===== config.mk =====
export PLATFORM = sky130hd
export DESIGN_NAME = mem_port_arbiter
export DESIGN_NICKNAME = d
export VERILOG_FILES = /design/src/rtl/mem_arb_pkg.sv /design/src/rtl/mem_port_arbiter.sv
export SDC_FILE = /design/constraint.sdc
export NUM_CORES = 1
export LEC_CHECK = 0
export ABC_AREA = 1
export BUFFER_PORTS_ARGS = -buffer_cell sky130_fd_sc_hd__buf_2
export CELL_PAD_IN_SITES_DETAIL_PLACEMENT = 0
export CELL_PAD_IN_SITES_GLOBAL_PLACEMENT = 1
export CORE_MARGIN = 3
export CORE_UTILIZATION = 31
export CTS_CLUSTER_SIZE = 25
export DETAILED_ROUTE_END_ITERATION = 8
export PLACE_DENSITY = 0.9
export SETUP_SLACK_MARGIN = 0.4
export SLEW_MARGIN = 40
export SYNTH_ARGS = -nofsm -noshare
export SYNTH_HDL_FRONTEND = slang
export SYNTH_SLANG_ARGS = --single-unit
export TNS_END_PERCENT = 5

===== constraint.sdc =====
create_clock -name clk -period 2.23 [get_ports clk]
set_clock_uncertainty 0.2 [all_clocks]
set_input_delay 0.3345 -clock clk [delete_from_list [all_inputs] [get_ports clk]]
set_output_delay 0.3345 -clock clk [all_outputs]
set_load 0.1 [all_outputs]

===== src/rtl/mem_arb_pkg.sv =====
// Shared types for the instruction/data memory port arbiter: FSM state
// encoding, grant identity and default bus widths.
package mem_arb_pkg;

  localparam int ADDR_W_DEF = 32;
  localparam int DATA_W_DEF = 32;

  typedef enum logic [1:0] {
    IDLE  = 2'd0,
    DATA  = 2'd1,
    FETCH = 2'd2,
    RESP  = 2'd3
  } state_t;

  typedef enum logic {
    GNT_DATA  = 1'b0,
    GNT_FETCH = 1'b1
  } grant_t;

endpackage


===== src/rtl/mem_port_arbiter.sv =====
// Arbitrates one shared single-port memory between the instruction-fetch
// and data ports; round-robin on ties, one access in flight at a time.
module mem_port_arbiter
  import mem_arb_pkg::*;
#(
  parameter int ADDR_W = ADDR_W_DEF,
  parameter int DATA_W = DATA_W_DEF
) (
  input  logic              clk,
  input  logic              reset_n,
  input  logic              if_req,
  input  logic [ADDR_W-1:0] if_addr,
  output logic [DATA_W-1:0] if_rdata,
  output logic              if_ack,
  input  logic              d_req,
  input  logic              d_we,
  input  logic [ADDR_W-1:0] d_addr,
  input  logic [DATA_W-1:0] d_wdata,
  output logic [DATA_W-1:0] d_rdata,
  output logic              d_ack,
  output logic              mem_en,
  output logic              mem_we,
  output logic [ADDR_W-1:0] mem_addr,
  output logic [DATA_W-1:0] mem_wdata,
  input  logic [DATA_W-1:0] mem_rdata,
  input  logic              mem_ready,
  output logic              stall
);

  state_t            state;
  state_t            state_nxt;
  grant_t            last_grant;
  grant_t            grant_nxt;
  logic              take;
  logic [ADDR_W-1:0] addr_q;
  logic [DATA_W-1:0] wdata_q;
  logic [DATA_W-1:0] rdata_q;
  logic              we_q;
  logic              busy;

  assign busy = (state == DATA) || (state == FETCH);

  always_comb begin
    state_nxt = state;
    grant_nxt = last_grant;
    take      = 1'b0;
    case (state)
      IDLE: begin
        // On a tie the side that did not win last time gets the memory.
        if (d_req && if_req) begin
          take      = 1'b1;
          grant_nxt = (last_grant == GNT_FETCH) ? GNT_DATA : GNT_FETCH;
        end else if (d_req) begin
          take      = 1'b1;
          grant_nxt = GNT_DATA;
        end else if (if_req) begin
          take      = 1'b1;
          grant_nxt = GNT_FETCH;
        end
        if (take) begin
          state_nxt = (grant_nxt == GNT_DATA) ? DATA : FETCH;
        end
      end
      DATA, FETCH: begin
        if (mem_ready) begin
          state_nxt = RESP;
        end
      end
      RESP:    state_nxt = IDLE;
      default: state_nxt = IDLE;
    endcase
  end

  always_ff @(posedge clk or negedge reset_n) begin
    if (!reset_n) begin
      state <= IDLE;
    end else begin
      state <= state_nxt;
    end
  end

  // last_grant doubles as the identity of the access currently in flight.
  always_ff @(posedge clk or negedge reset_n) begin
    if (!reset_n) begin
      last_grant <= GNT_FETCH;
      addr_q     <= '0;
      wdata_q    <= '0;
      we_q       <= 1'b0;
      rdata_q    <= '0;
    end else begin
      if (take) begin
        last_grant <= grant_nxt;
        if (grant_nxt == GNT_DATA) begin
          addr_q  <= d_addr;
          wdata_q <= d_wdata;
          we_q    <= d_we;
        end else begin
          addr_q  <= if_addr;
          wdata_q <= '0;
          we_q    <= 1'b0;
        end
      end
      if (busy && mem_ready) begin
        rdata_q <= mem_rdata;
      end
    end
  end

  assign mem_en    = busy;
  assign mem_we    = (state == DATA) && we_q;
  assign mem_addr  = addr_q;
  assign mem_wdata = wdata_q;

  assign d_ack     = (state == RESP) && (last_grant == GNT_DATA);
  assign if_ack    = (state == RESP) && (last_grant == GNT_FETCH);
  assign d_rdata   = rdata_q;
  assign if_rdata  = rdata_q;

  assign stall     = (if_req & ~if_ack) | (d_req & ~d_ack);

endmodule


==> impl_metrics.yaml <==
min_path:
  min_path_cells: 2
  holdCritPathClass: "primary input to flip-flop"
  worstHoldEndpoint: "d_rdata[30]$_DFFE_PN0P_"
  hold_start: "mem_rdata[30]"
route:
  drt-pass1-iter-count: 4
  drcViolationCount: 0
  vias: 4514
  drt-initial-drc-count: 171
  wl_um: 14300
  wire_per_inst_um: 14.1
  top_layer_used: "met4"
  routedLengthMet1_um: 5660
  dr_wl_met3_um: 1130
  postRouteAntennaNets: 0
  dr_wl_met2_um: 7120
  drt-vias-per-instance: 4.47
synthesis:
  synthesis.area_um2: 4830
  synthFlopType: "dfrtp_1"
  syn_area_per_cell_um2: 8.64
  synthArstFlopShare_pct: 100
  synth-seq-cells: 100
  synthDistinctLibCells: 21
  syn_inst: 559
  yosys_warnings: 0
  yosysSeqAreaShare_pct: 51.9
  mappedNetlistNets: 697
  synth-edff-count: 0
worst_setup_path:
  worstReg2RegStart: "state[1]$_DFFE_PN0P_"
  rr_worst_depth: 8
  cp.arrival_ps: 1470
  worstSetupEndpointType: "primary output"
  r2r-end: "mem_addr[11]$_DFFE_PN0P_"
  ff2ff_setup_slack_ps: 410
  crit_required_ps: 1700
  cp-start-kind: "flip-flop"
  crit_type: "flip-flop to primary output"
  path_max_fanout: 4
sta:
  clock.fmax_mhz: 499
  final.min_clock_period_ps: 2000
  worst_pin_slew_ps: 541
  max_slew_margin_pct: 64.0
  hold_viol: 0
  slew_viol_final: 0
  holdWs_ps: 22.2
  period_share_pct: 89.8
  rsz0062_at_grt: "yes"
  final-setup-viol-count: 0
grt:
  grt_max_degree: 101
  grt-ovfl-total: 0
  globalRouteTotalUtil_pct: 16.2
  antenna_found_initial: 1
  grt_pass1_wl_um: 21500
  first_global_vias: 4291
final_layout:
  final_util_pct: 46.1
  drive_above_1_share_pct: 41.2
  regArea_um2: 2500
  multiInputGateArea_um2: 1680
  final_nets: 959
  fillCellCount: 1451
  areaGrowthSynthToFinish_pct: 41.9
floorplan:
  io-pin-count: 267
  fp.coreArea_um2: 14900
  die_area_um2: 17100
  die_w_um: 131
  initial_utilization_pct: 32.5
  die_y_um: 131
  core.rowCount: 44
place:
  dp_hpwl_um: 9850
  gp_congestion: 0.738
  portBuffers: 266
clocking:
  cts.reportedPaths.clkPinSlew_ps: 70
  cts_tree: "built"
  cts.sinks: 100
  cts_buffers: 9
  clock_latency_ps: 340
  clock_path_buffers: 2
  cts_htree_levels: 3
  clockRootBuffer: "clkbuf_16"
outcome:
  outcome: "complete, no violations"
flow_run:
  maxCapViolations: 0
==> critical path: stages (launching register included) <==
cell     delay [ps]
dfrtp_1         420
ha_2            220
nand2_2          60
inv_2            50
o22ai_4         180
buf_12          200
==> area by class of cell <==
cell class	instances	area share, %
repair buffers	311	26.9
multi-input cells	322	24.6
flip-flops and latches	100	36.5
clock inverters	5	0.876
inverters	77	4.22
clock buffers	10	3.49
well taps	184	3.36
diodes	1	0.0365
==> layout by cell type, fill, tap and decap left out, drive strengths merged <==
cell,Yosys,layout
diode,0,1
clkinv,0,2
dfstp,1,1
dfrtp,99,99
ha,4,4
o21ai,3,3
nor2,5,5
o22ai,1,1
mux2,32,32
nand3,98,98
bufinv,0,1
inv,77,78
clkbuf,3,10
nand2,175,175
dlygate4sd3,0,34
clkinvlp,0,1
buf,57,277
a21oi,4,4
==> logic make-up (layout without fill, tap and decap cells) <==
family	Yosys count	after routing	share of synthesized area (%)
buffers and inverters	137	403	14.1
and+or+nand+nor	278	278	24.7
DFF	100	100	51.9
AOI/OAI and AO/OA	8	8	0.855
adders and majority gates	4	4	1.04
muxes	32	32	7.46
other	0	1	0
==> synth_stat cells, types with 2 or more instances <==
library cell,n,area [um^2]
nand3_1,97,485
buf_6,3,33.8
buf_4,33,248
inv_2,3,11.3
dfrtp_1,99,2480
inv_1,74,278
mux2_2,32,360
o21ai_0,3,15.0
clkbuf_1,3,11.3
a21oi_1,4,20.0
nand2_1,174,653
nor2_1,2,7.51
buf_2,17,85.1
nor2_4,2,22.5
ha_1,4,50.1
buf_1,4,15.0
==> stage by stage <==
| stage | worst slack (ps) | area (um^2) | setup TNS [ps] | cells |
|---|---|---|---|---|
| 2_1_floorplan | -82.0 | 4860 | -82.0 | 559 |
| 3_3_place_gp | 453 | 6180 | 0 | 959 |
| 3_5_place_dp | 414 | 6180 | 0 | 959 |
| 4_1_cts | 227 | 6820 | 0 | 1007 |
| 5_1_grt | 137 | 6850 | 0 | 1010 |
| 6_report | 227 | 6850 | 0 | 1010 |
==> layer usage <==
metal,track usage [%],vias to the layer above
met2,28.7,218
met1,18.9,2044
met4,5.63,0
li1,-,2223
met3,4.39,29
met5,0,-
==> timing repair <==
action                                  in CTS  in global routing
pin swaps                                    1                  3
endpoints found under the setup margin       8                 71
hold buffers                                33                  1
setup buffers                                0                  1
hold endpoints to repair                   131                  1
gates resized for setup                      5                  5
==> worst max path at each step <==
stage / start / end / slack, ps
6_report: state[0]$_DFFE_PN0P_ / stall / 230
5_1_grt: state[0]$_DFFE_PN0P_ / stall / 140
4_1_cts: state[0]$_DFFE_PN0P_ / stall / 230
3_5_place_dp: state[1]$_DFFE_PN0P_ / mem_wdata[27]$_DFFE_PN0P_ / 410
3_3_place_gp: state[1]$_DFFE_PN0P_ / mem_addr[28]$_DFFE_PN0P_ / 450
2_1_floorplan: state[0]$_DFFE_PN0P_ / stall / -80
==> sequential cells by signal, indices dropped and copies added, names as in the netlist <==
register    cells
last_grant      1
d_rdata        32
we_q            1
mem_addr       32
state           2
mem_wdata      32
Power is not shown: default switching activity piles up to over one toggle a cycle in this logic, so the estimate is an artifact.
